### src/rtl/shift_in_if.sv
// shift_in_if: serial input, frame sync, handshake and status bundle for shift_in.
// Ports: si/sync/out_ready/clr_ovr flow master->slave; dout/out_valid/busy/overrun flow back.
// master = upstream/downstream environment, slave = the deserialiser.
interface shift_in_if #(
   parameter int WIDTH = 8
);
   logic             si;
   logic             sync;
   logic             out_ready;
   logic             clr_ovr;
   logic [WIDTH-1:0] dout;
   logic             out_valid;
   logic             busy;
   logic             overrun;

   modport master (
      output si, sync, out_ready, clr_ovr,
      input  dout, out_valid, busy, overrun
   );

   modport slave (
      input  si, sync, out_ready, clr_ovr,
      output dout, out_valid, busy, overrun
   );
endinterface

### src/rtl/shift_in.sv
// shift_in: deserialises a sync-framed bit stream into WIDTH-bit words, MSB or LSB first.
// Ports: clk, resetq (async active-low), bus (shift_in_if.slave: si, sync, out_ready,
// clr_ovr in; dout, out_valid, busy, overrun out). Word valid the cycle after its last bit.
module shift_in #(
   parameter int WIDTH     = 8,
   parameter bit MSB_FIRST = 1'b1
) (
   input  logic      clk,
   input  logic      resetq,
   shift_in_if.slave bus
);
   localparam int            CW       = $clog2(WIDTH);
   localparam logic [CW-1:0] LAST_CNT = CW'(WIDTH - 1);

   typedef enum logic {IDLE, SHIFT} state_t;

   state_t           state, state_nxt;
   logic [CW-1:0]    cnt;
   logic [WIDTH-1:0] sr;
   logic [WIDTH-1:0] sr_shift;
   logic [WIDTH-1:0] sr_start;
   logic             start;
   logic             last;
   logic             load;
   logic             drop;

   // sr_shift is the register after taking si; on the last bit it is the finished word.
   assign sr_shift = MSB_FIRST ? {sr[WIDTH-2:0], bus.si} : {bus.si, sr[WIDTH-1:1]};
   assign sr_start = MSB_FIRST ? {{(WIDTH-1){1'b0}}, bus.si} : {bus.si, {(WIDTH-1){1'b0}}};

   // State register
   always_ff @(posedge clk or negedge resetq) begin
      if (!resetq) state <= IDLE;
      else         state <= state_nxt;
   end

   // Next-state logic: a word always completes on bit WIDTH, even if sync restarts the count.
   always_comb begin
      state_nxt = state;
      case (state)
         IDLE:    if (bus.sync)        state_nxt = SHIFT;
         SHIFT:   if (cnt == LAST_CNT) state_nxt = IDLE;
         default: state_nxt = IDLE;
      endcase
   end

   // Output / control decode
   always_comb begin
      start    = 1'b0;
      last     = 1'b0;
      bus.busy = 1'b0;
      case (state)
         IDLE: start = bus.sync;
         SHIFT: begin
            bus.busy = 1'b1;
            last     = (cnt == LAST_CNT);
            // sync on the completing edge is ignored
            start    = bus.sync && !last;
         end
         default: ;
      endcase
   end

   // The held word may be replaced on the very edge it is consumed.
   assign load = last && (!bus.out_valid || bus.out_ready);
   assign drop = last && bus.out_valid && !bus.out_ready;

   // Shift register and bit counter
   always_ff @(posedge clk or negedge resetq) begin
      if (!resetq) begin
         sr  <= '0;
         cnt <= '0;
      end else if (start) begin
         sr  <= sr_start;
         cnt <= CW'(1);
      end else if (state == SHIFT) begin
         sr  <= sr_shift;
         cnt <= last ? '0 : cnt + CW'(1);
      end
   end

   // Output word, valid flag and sticky overrun
   always_ff @(posedge clk or negedge resetq) begin
      if (!resetq) begin
         bus.dout      <= '0;
         bus.out_valid <= 1'b0;
         bus.overrun   <= 1'b0;
      end else begin
         if (load) begin
            bus.dout      <= sr_shift;
            bus.out_valid <= 1'b1;
         end else if (bus.out_valid && bus.out_ready) begin
            bus.out_valid <= 1'b0;
         end

         // a new drop wins over a simultaneous clear
         if (drop)             bus.overrun <= 1'b1;
         else if (bus.clr_ovr) bus.overrun <= 1'b0;
      end
   end
endmodule

### src/flat_wrapper.sv
// flat-port wrapper written by rule: the top's interface ports become plain ports
module shift_in_flat 
#(
   parameter int WIDTH     = 8,
   parameter bit MSB_FIRST = 1'b1
)
  (clk, resetq, bus_si, bus_sync, bus_out_ready, bus_clr_ovr, bus_dout, bus_out_valid, bus_busy, bus_overrun);
  shift_in_if #(.WIDTH(WIDTH)) bus_i ();
  input  logic clk;
  input  logic resetq;
  input wire logic [$bits(bus_i.si)-1:0] bus_si;
  input wire logic [$bits(bus_i.sync)-1:0] bus_sync;
  input wire logic [$bits(bus_i.out_ready)-1:0] bus_out_ready;
  input wire logic [$bits(bus_i.clr_ovr)-1:0] bus_clr_ovr;
  output wire logic [$bits(bus_i.dout)-1:0] bus_dout;
  output wire logic [$bits(bus_i.out_valid)-1:0] bus_out_valid;
  output wire logic [$bits(bus_i.busy)-1:0] bus_busy;
  output wire logic [$bits(bus_i.overrun)-1:0] bus_overrun;
  assign bus_i.si = bus_si;
  assign bus_i.sync = bus_sync;
  assign bus_i.out_ready = bus_out_ready;
  assign bus_i.clr_ovr = bus_clr_ovr;
  assign bus_dout = bus_i.dout;
  assign bus_out_valid = bus_i.out_valid;
  assign bus_busy = bus_i.busy;
  assign bus_overrun = bus_i.overrun;
  shift_in #(.WIDTH(WIDTH), .MSB_FIRST(MSB_FIRST)) u_core (.clk(clk), .resetq(resetq), .bus(bus_i));
endmodule
### config.mk
export PLATFORM = sky130hd
export DESIGN_NAME = shift_in_flat
export DESIGN_NICKNAME = d
export VERILOG_FILES = /design/src/rtl/shift_in_if.sv /design/src/rtl/shift_in.sv /design/src/flat_wrapper.sv
export SDC_FILE = /design/constraint.sdc
export NUM_CORES = 1
export LEC_CHECK = 0
export ABC_AREA = 1
export CAP_MARGIN = 10
export CELL_PAD_IN_SITES_DETAIL_PLACEMENT = 1
export CELL_PAD_IN_SITES_GLOBAL_PLACEMENT = 1
export CORE_MARGIN = 3
export CORE_UTILIZATION = 36
export CTS_BUF_LIST = sky130_fd_sc_hd__clkbuf_2
export DETAILED_ROUTE_END_ITERATION = 10
export HOLD_SLACK_MARGIN = 0.15
export PLACE_DENSITY = 0.75
export SYNTH_ARGS = -nofsm -noshare
export SYNTH_HDL_FRONTEND = slang
export SYNTH_SLANG_ARGS = --single-unit
### constraint.sdc
create_clock -name clk -period 1.3 [get_ports clk]
set_input_delay 0.195 -clock clk [delete_from_list [all_inputs] [get_ports clk]]
set_output_delay 0.195 -clock clk [all_outputs]
set_load 0.02 [all_outputs]
==> results of run 1 <==
## cell families after synthesis
kind of cell | after synthesis | synth area share (%)
and+or+nand+nor | 34 | 16.8
DFF | 21 | 57.5
AOI/OAI and AO/OA | 18 | 12.9
buffers and inverters | 18 | 8.63
adders and majority gates | 3 | 4.11
## cells in the mapped netlist
library cell,count,area share [%]
nand2_1,19,7.8
nand3_1,9,4.9
buf_6,1,1.2
inv_1,15,6.2
inv_2,1,0.41
nor2_1,2,0.82
o22ai_1,1,0.69
dfrtp_1,21,58
nand2_4,1,1.2
a21oi_1,2,1.1
o21ai_0,8,4.4
nand2_2,3,2.1
buf_4,1,0.82
o21ai_2,7,6.7
ha_1,3,4.1
## registers in the layout, indices dropped and copies added, names as in the netlist
name                  count
u_core.bus.overrun        1
u_core.state              1
u_core.bus.dout           8
u_core.sr                 7
u_core.cnt                3
u_core.bus.out_valid      1
## final cells by class
class	count	area, um^2
Fill cell	258	1010
Sequential cell	21	526
Multi-Input combinational cell	57	428
Timing Repair Buffer	27	228
Inverter	16	67.6
Tap cell	28	35.0
Clock buffer	4	20.0
## final timing paths
kind / from / endpoint / slack [ns]
max in group asynchronous: resetq / u_core.sr[1] / 0.90
min in group clk: bus_si / u_core.bus.dout[0] / 0.42
setup reg to reg: u_core.cnt[1] / u_core.cnt[2] / 0.01
hold reg to reg: u_core.bus.dout[7] / u_core.bus.dout[7] / 0.50
hold / removal: resetq / u_core.cnt[2] / 0.19
setup / recovery: u_core.cnt[1] / u_core.cnt[2] / 0.01
## timing repair
action | CTS | global route
gates cloned | 1 | 1
buffers inserted | 1 | 4
resized for setup | 14 | 33
pin swaps | 0 | 4
endpoints found under the setup margin | 27 | 25
## per-layer routing
metal	wire [um]	track usage, %
met5	0	0
met4	104	6.10
met3	56	2.07
met2	1270	23.9
met1	977	17.3
## power by group through the flow
| stage | clock (mW) | combinational [mW] | sequential [mW] |
|---|---|---|---|
| 2_1_floorplan | 0 | 0.337 | 1.02 |
| 3_3_place_gp | 0 | 0.756 | 0.907 |
| 3_5_place_dp | 0 | 0.789 | 0.917 |
| 4_1_cts | 0.285 | 0.771 | 0.898 |
| 5_1_grt | 0.315 | 1.10 | 0.948 |
| 6_report | 0.279 | 0.999 | 0.929 |
==> results.md, run 1 <==
- P&R area growth vs syn: 42.7%
- Clk buf depth: 2
- Int Power: ~1.3 mW
- Synth Instances: 94
- Chip Height: 56.4 um
- Crit path max-delay family: flip-flops
- First-pass GRT wire length: 3470 um
- Pwr Total: around 2.2 mW
- Routed Antenna Nets: 0
- Clock sinks: 21
- Mapped Avg Cell Area: roughly 9.7 um^2
- Vias per std cell: 5.04
- Worst r2r path cells: 6
- CTS tree: yes
- Final Hold Fails: 0
- Vias: about 770
- Final cell count without fillers: about 150
- Combinational fraction of design power: 45.3%
- Worst slew pin tran: about 0.41 ns
- Worst skew pair latency: 0.32 ns
- Area post-placement: between 0.001 and 0.0015 mm^2
- WP depth: 6
- Pre-CTS setup slack: -0.0353 ns
- CTS root buf: clkbuf_2
- Worst VDD drop: just over 0.001 V
- Most frequent cells in the layout: 21 x dfrtp_1, 17 x nand2_1, 15 x inv_1
- Setup TNS: 0 ns
- DIE WIDTH: roughly 56 um
- Final Max Tran Viols: 0
- Switching Fraction: between 40% and 50%
- PD cells: 1690 mW/mm^2
- Slowest stage cell, crit path: dfrtp_1
- Reg clk slew, reported paths: 0.19 ns
- Iter 0 DRT Violations: 9
- Period utilisation layout: about 99%
- Die Area: about 0.0032 mm^2
- GR Overflow Total: 0
- # setup viols final: 0
- Worst Path Required: between 1.5 and 2 ns
- Number of global-route vias before repair: 745
- Crit start category: flop
- Most used cell along the critical path: ha_4
- Number of nets in the layout: between 100 and 150
- Fmax: roughly 780 MHz
- Post-route cell area: between 0.001 and 0.0015 mm^2
- Worst Hold Class: primary input to asynchronous set/reset pin
- Leakage: about 0.63 nW
- Switching power: roughly 900 uW
- Most common cell after layout, fill and taps aside: dfrtp_1
- Syn_nets: between 100 and 150
- Wirelength per Cell: ~16 um
- Overall Global Routing Usage: between 10% and 20%
- Crit end category: flop
- Clock power share: about an eighth
- PortBufs: 16
- Max_slew headroom: 72.9%
- Largest net degree at the start of global routing: 22
- H-tree depth: 1
- Util after Layout: between 50 and 60%
- Post-synthesis sequential area ratio: between 50% and 60%
- Routability-driven placement congestion ratio: between 0.7 and 0.8
- Max_cap viols: 0
- # rows: 17
- CTS Hold Bufs: 0
- Fraction of layout cells with a size suffix above 1: roughly a third
- Placed insts: 142
- Buf/Inv on CP: 1
- Arrival time worst endpoint: roughly 1.6 ns
- Netlist cell types: 15
- Core ar.: around 0.0023 mm^2
- Worst hold slack: ~0.19 ns
- Initial Util: slightly below 40%
- DP HPWL: ~1400 um
- Num CTS Buffers: 3
- Final Worst Setup Slack: around 0.011 ns
- Clk_skew: 0.00207 ns
- Status: complete, no violations
- Initial antenna violation count: 0
- Setup CP Type: flop to flop
- Antenna Cells: 0
- Top Ports: 17
- Synth Warn #: 0
- Drc violations: 0
- Cell breakdown of the critical path: ha_4, ha_4, inv_1, a21oi_2, nand3_1, nand2_1
- Synthesized area: just over 900 um^2
- WL final: 2410 um
- Crit Path Max Fanout: 2
- Biggest cell delay along the critical path: between 0.4 and 0.5 ns
- Final Critical Period: between 1 and 1.5 ns
- Yosys reg bits: 21
- Drt first pass iters: 3
- Seq pwr share: between 40% and 50%
(Power assumes the default switching activity.)
==> run 2: changes to the inputs <==
--- a/config.mk
+++ b/config.mk
@@ -9,7 +9,7 @@
 export CAP_MARGIN = 10
 export CELL_PAD_IN_SITES_DETAIL_PLACEMENT = 1
 export CELL_PAD_IN_SITES_GLOBAL_PLACEMENT = 1
-export CORE_MARGIN = 3
+export CORE_MARGIN = 4
 export CORE_UTILIZATION = 36
 export CTS_BUF_LIST = sky130_fd_sc_hd__clkbuf_2
 export DETAILED_ROUTE_END_ITERATION = 10
==> results.md, run 2 (same netlist as run 1, synthesis figures left out) <==
- Drc violations: 0 (unchanged)
- Drt first pass iters: 3 (unchanged)
- First-pass GRT wire length: 3660 um (+5.4%)
- Max_slew headroom: 76.6% (+3.7 points)
- Routability-driven placement congestion ratio: 0.751 (-1.7%)
- GR Overflow Total: 0 (unchanged)
- Final cell count without fillers: 152 (-0.65%)
- Reg clk slew, reported paths: 0.20 ns (about the same)
- # rows: 17 (unchanged)
- Worst Hold Class: primary input to asynchronous set/reset pin
- CTS tree: yes
- Reg with most FFs: u_core.bus.dout
- Clk_skew: 0.00283 ns (+0.000753 ns)
- Top flop regs: u_core.bus.dout (8), u_core.sr (7), u_core.cnt (3)
- DIE WIDTH: 58.4 um (+3.5%)
- Final Critical Period: 1.26 ns (-0.0312 ns)
- Chip Height: 58.4 um (+3.5%)
- Clock sinks: 21 (unchanged)
- Fmax: 795 MHz (+2.5%)
- Final Max Tran Viols: 0 (unchanged)
- P&R area growth vs syn: 42.6% (about the same)
- DP HPWL: 1440 um (+4.7%)
- Leakage: 0.623 nW (-1.3%)
- Crit end category: flop
- Top Ports: 17 (unchanged)
- RSZ-0062 raised after global routing: true
- PD cells: 1640 mW/mm^2 (-3.2%)
- Vias: 736 (-4.5%)
- Routed Antenna Nets: 0 (unchanged)
- Antenna Cells: 0 (unchanged)
- Reg2Reg Setup Slack: 0.04 ns (+0.03 ns)
- Final Hold Fails: 0 (unchanged)
- Most common cell after layout, fill and taps aside: dfrtp_1
- Crit start category: flop
- Max_cap viols: 0 (unchanged)
- Arrival time worst endpoint: 1.53 ns (-0.04 ns)
- Num CTS Buffers: 3 (unchanged)
- PortBufs: 16 (unchanged)
- Vias per std cell: 4.84 (-3.9%)
- Initial antenna violation count: 0 (unchanged)
- Worst skew pair latency: 0.31 ns (about the same)
- Number of global-route vias before repair: 790 (+6.0%)
- Period utilisation layout: 96.7% (-2.4 points)
- # fillers: 260 (+0.78%)
- H-tree depth: 1 (unchanged)
- Number of nets in the layout: 134 (-0.74%)
- Crit Path Max Fanout: 2 (unchanged)
- WL final: 2210 um (-8.3%)
- Setup CP Type: flop to flop
- Placed insts: 142 (unchanged)
- Max reg flops: 8 (unchanged)
- Clk buf depth: 2 (unchanged)
- Most frequent cells in the layout: 21 x dfrtp_1, 17 x nand2_1, 15 x inv_1
- Overall Global Routing Usage: 14.0% (+0.053 points)
- CTS root buf: clkbuf_2
- Fraction of layout cells with a size suffix above 1: 34.7% (+1.9 points)
- Util after Layout: 56.2% (about the same)
- Core ar.: 0.00232 mm^2 (unchanged)
- Wirelength per Cell: 14.5 um (-7.7%)
- Initial Util: 39.4% (unchanged)
- Area post-placement: 0.00114 mm^2 (unchanged)
- Die Area: 0.00341 mm^2 (+7.2%)
- Worst slew pin tran: 0.350 ns (-0.0556 ns)
- Largest net degree at the start of global routing: 22 (unchanged)
- Worst VDD drop: 0.000998 V (-3.8%)
- Post-route cell area: 0.00130 mm^2 (about the same)
- Worst Path Required: 1.57 ns (about the same)
- Iter 0 DRT Violations: 8 (-1)
- # setup viols final: 0 (unchanged)
- Pwr Total: 2.13 mW (-3.3%)
- Status: complete, no violations
- Worst hold slack: 0.185 ns (-0.00141 ns)
## run 2: cell count changes in the layout (fill, tap and decap cells not counted), sizes merged
cell | before | now
buf | 11 | 10
clkbuf | 6 | 8
dlygate4sd2 | 4 | 2
## run 2: critical path, cell delays in order (launching register included)
cell     delay, ns
dfrtp_1       0.46
ha_4          0.20
ha_4          0.26
inv_1         0.04
a21oi_1       0.11
nand3_1       0.08
nand2_1       0.07
## run 2: cell type report
class | count | area, um^2 | share of cell area (%)
Clock buffer | 4 | 20.0 | 1.54
Inverter | 16 | 67.6 | 5.19
Multi-Input combinational cell | 57 | 442 | 33.9
Sequential cell | 21 | 526 | 40.3
Tap cell | 28 | 35.0 | 2.69
Timing Repair Buffer | 26 | 213 | 16.3
## run 2: final timing paths
check	start	to	cells past startpoint
setup / recovery	u_core.cnt[1]	u_core.cnt[2]	6
hold / removal	resetq	u_core.bus.overrun	2
setup reg to reg	u_core.cnt[1]	u_core.cnt[2]	6
hold reg to reg	u_core.bus.dout[4]	u_core.bus.dout[4]	2
max in group asynchronous	resetq	u_core.sr[6]	2
min in group clk	bus_clr_ovr	u_core.bus.overrun	2
## run 2: timing repair
| action | 4_1_cts | 5_1_grt |
|---|---|---|
| hold buffers | 0 | 0 |
| buffers inserted | 0 | 4 |
| resized for setup | 16 | 38 |
| pin swaps | 0 | 4 |
| setup endpoints to repair | 28 | 27 |
| cloned | 1 | 1 |
## run 2: power breakdown
group / switching [mW] / total (mW) / leakage [nW] / internal, mW
Sequential: 0.124 / 0.930 / 0.275 / 0.806
Clock: 0.198 / 0.280 / 0.0166 / 0.0815
Combinational: 0.537 / 0.925 / 0.331 / 0.388
## run 2: stage by stage
stage / setup TNS (ns) / setup slack (ns)
finish: 0 / 0.0423
global route: -0.0294 / -0.0198
CTS: -0.0317 / -0.0169
detailed placement: -0.371 / -0.0658
global placement: 0 / 0.0151
floorplan: 0 / 0.00925
## run 2: layer usage
metal | GRT usage [%] | wire [um] | vias up
li1 | - | - | 359
met1 | 17.9 | 936 | 364
met2 | 24.1 | 1190 | 11
met3 | 2.63 | 67 | 2
met4 | 3.97 | 12 | 0
met5 | 0 | 0 | -
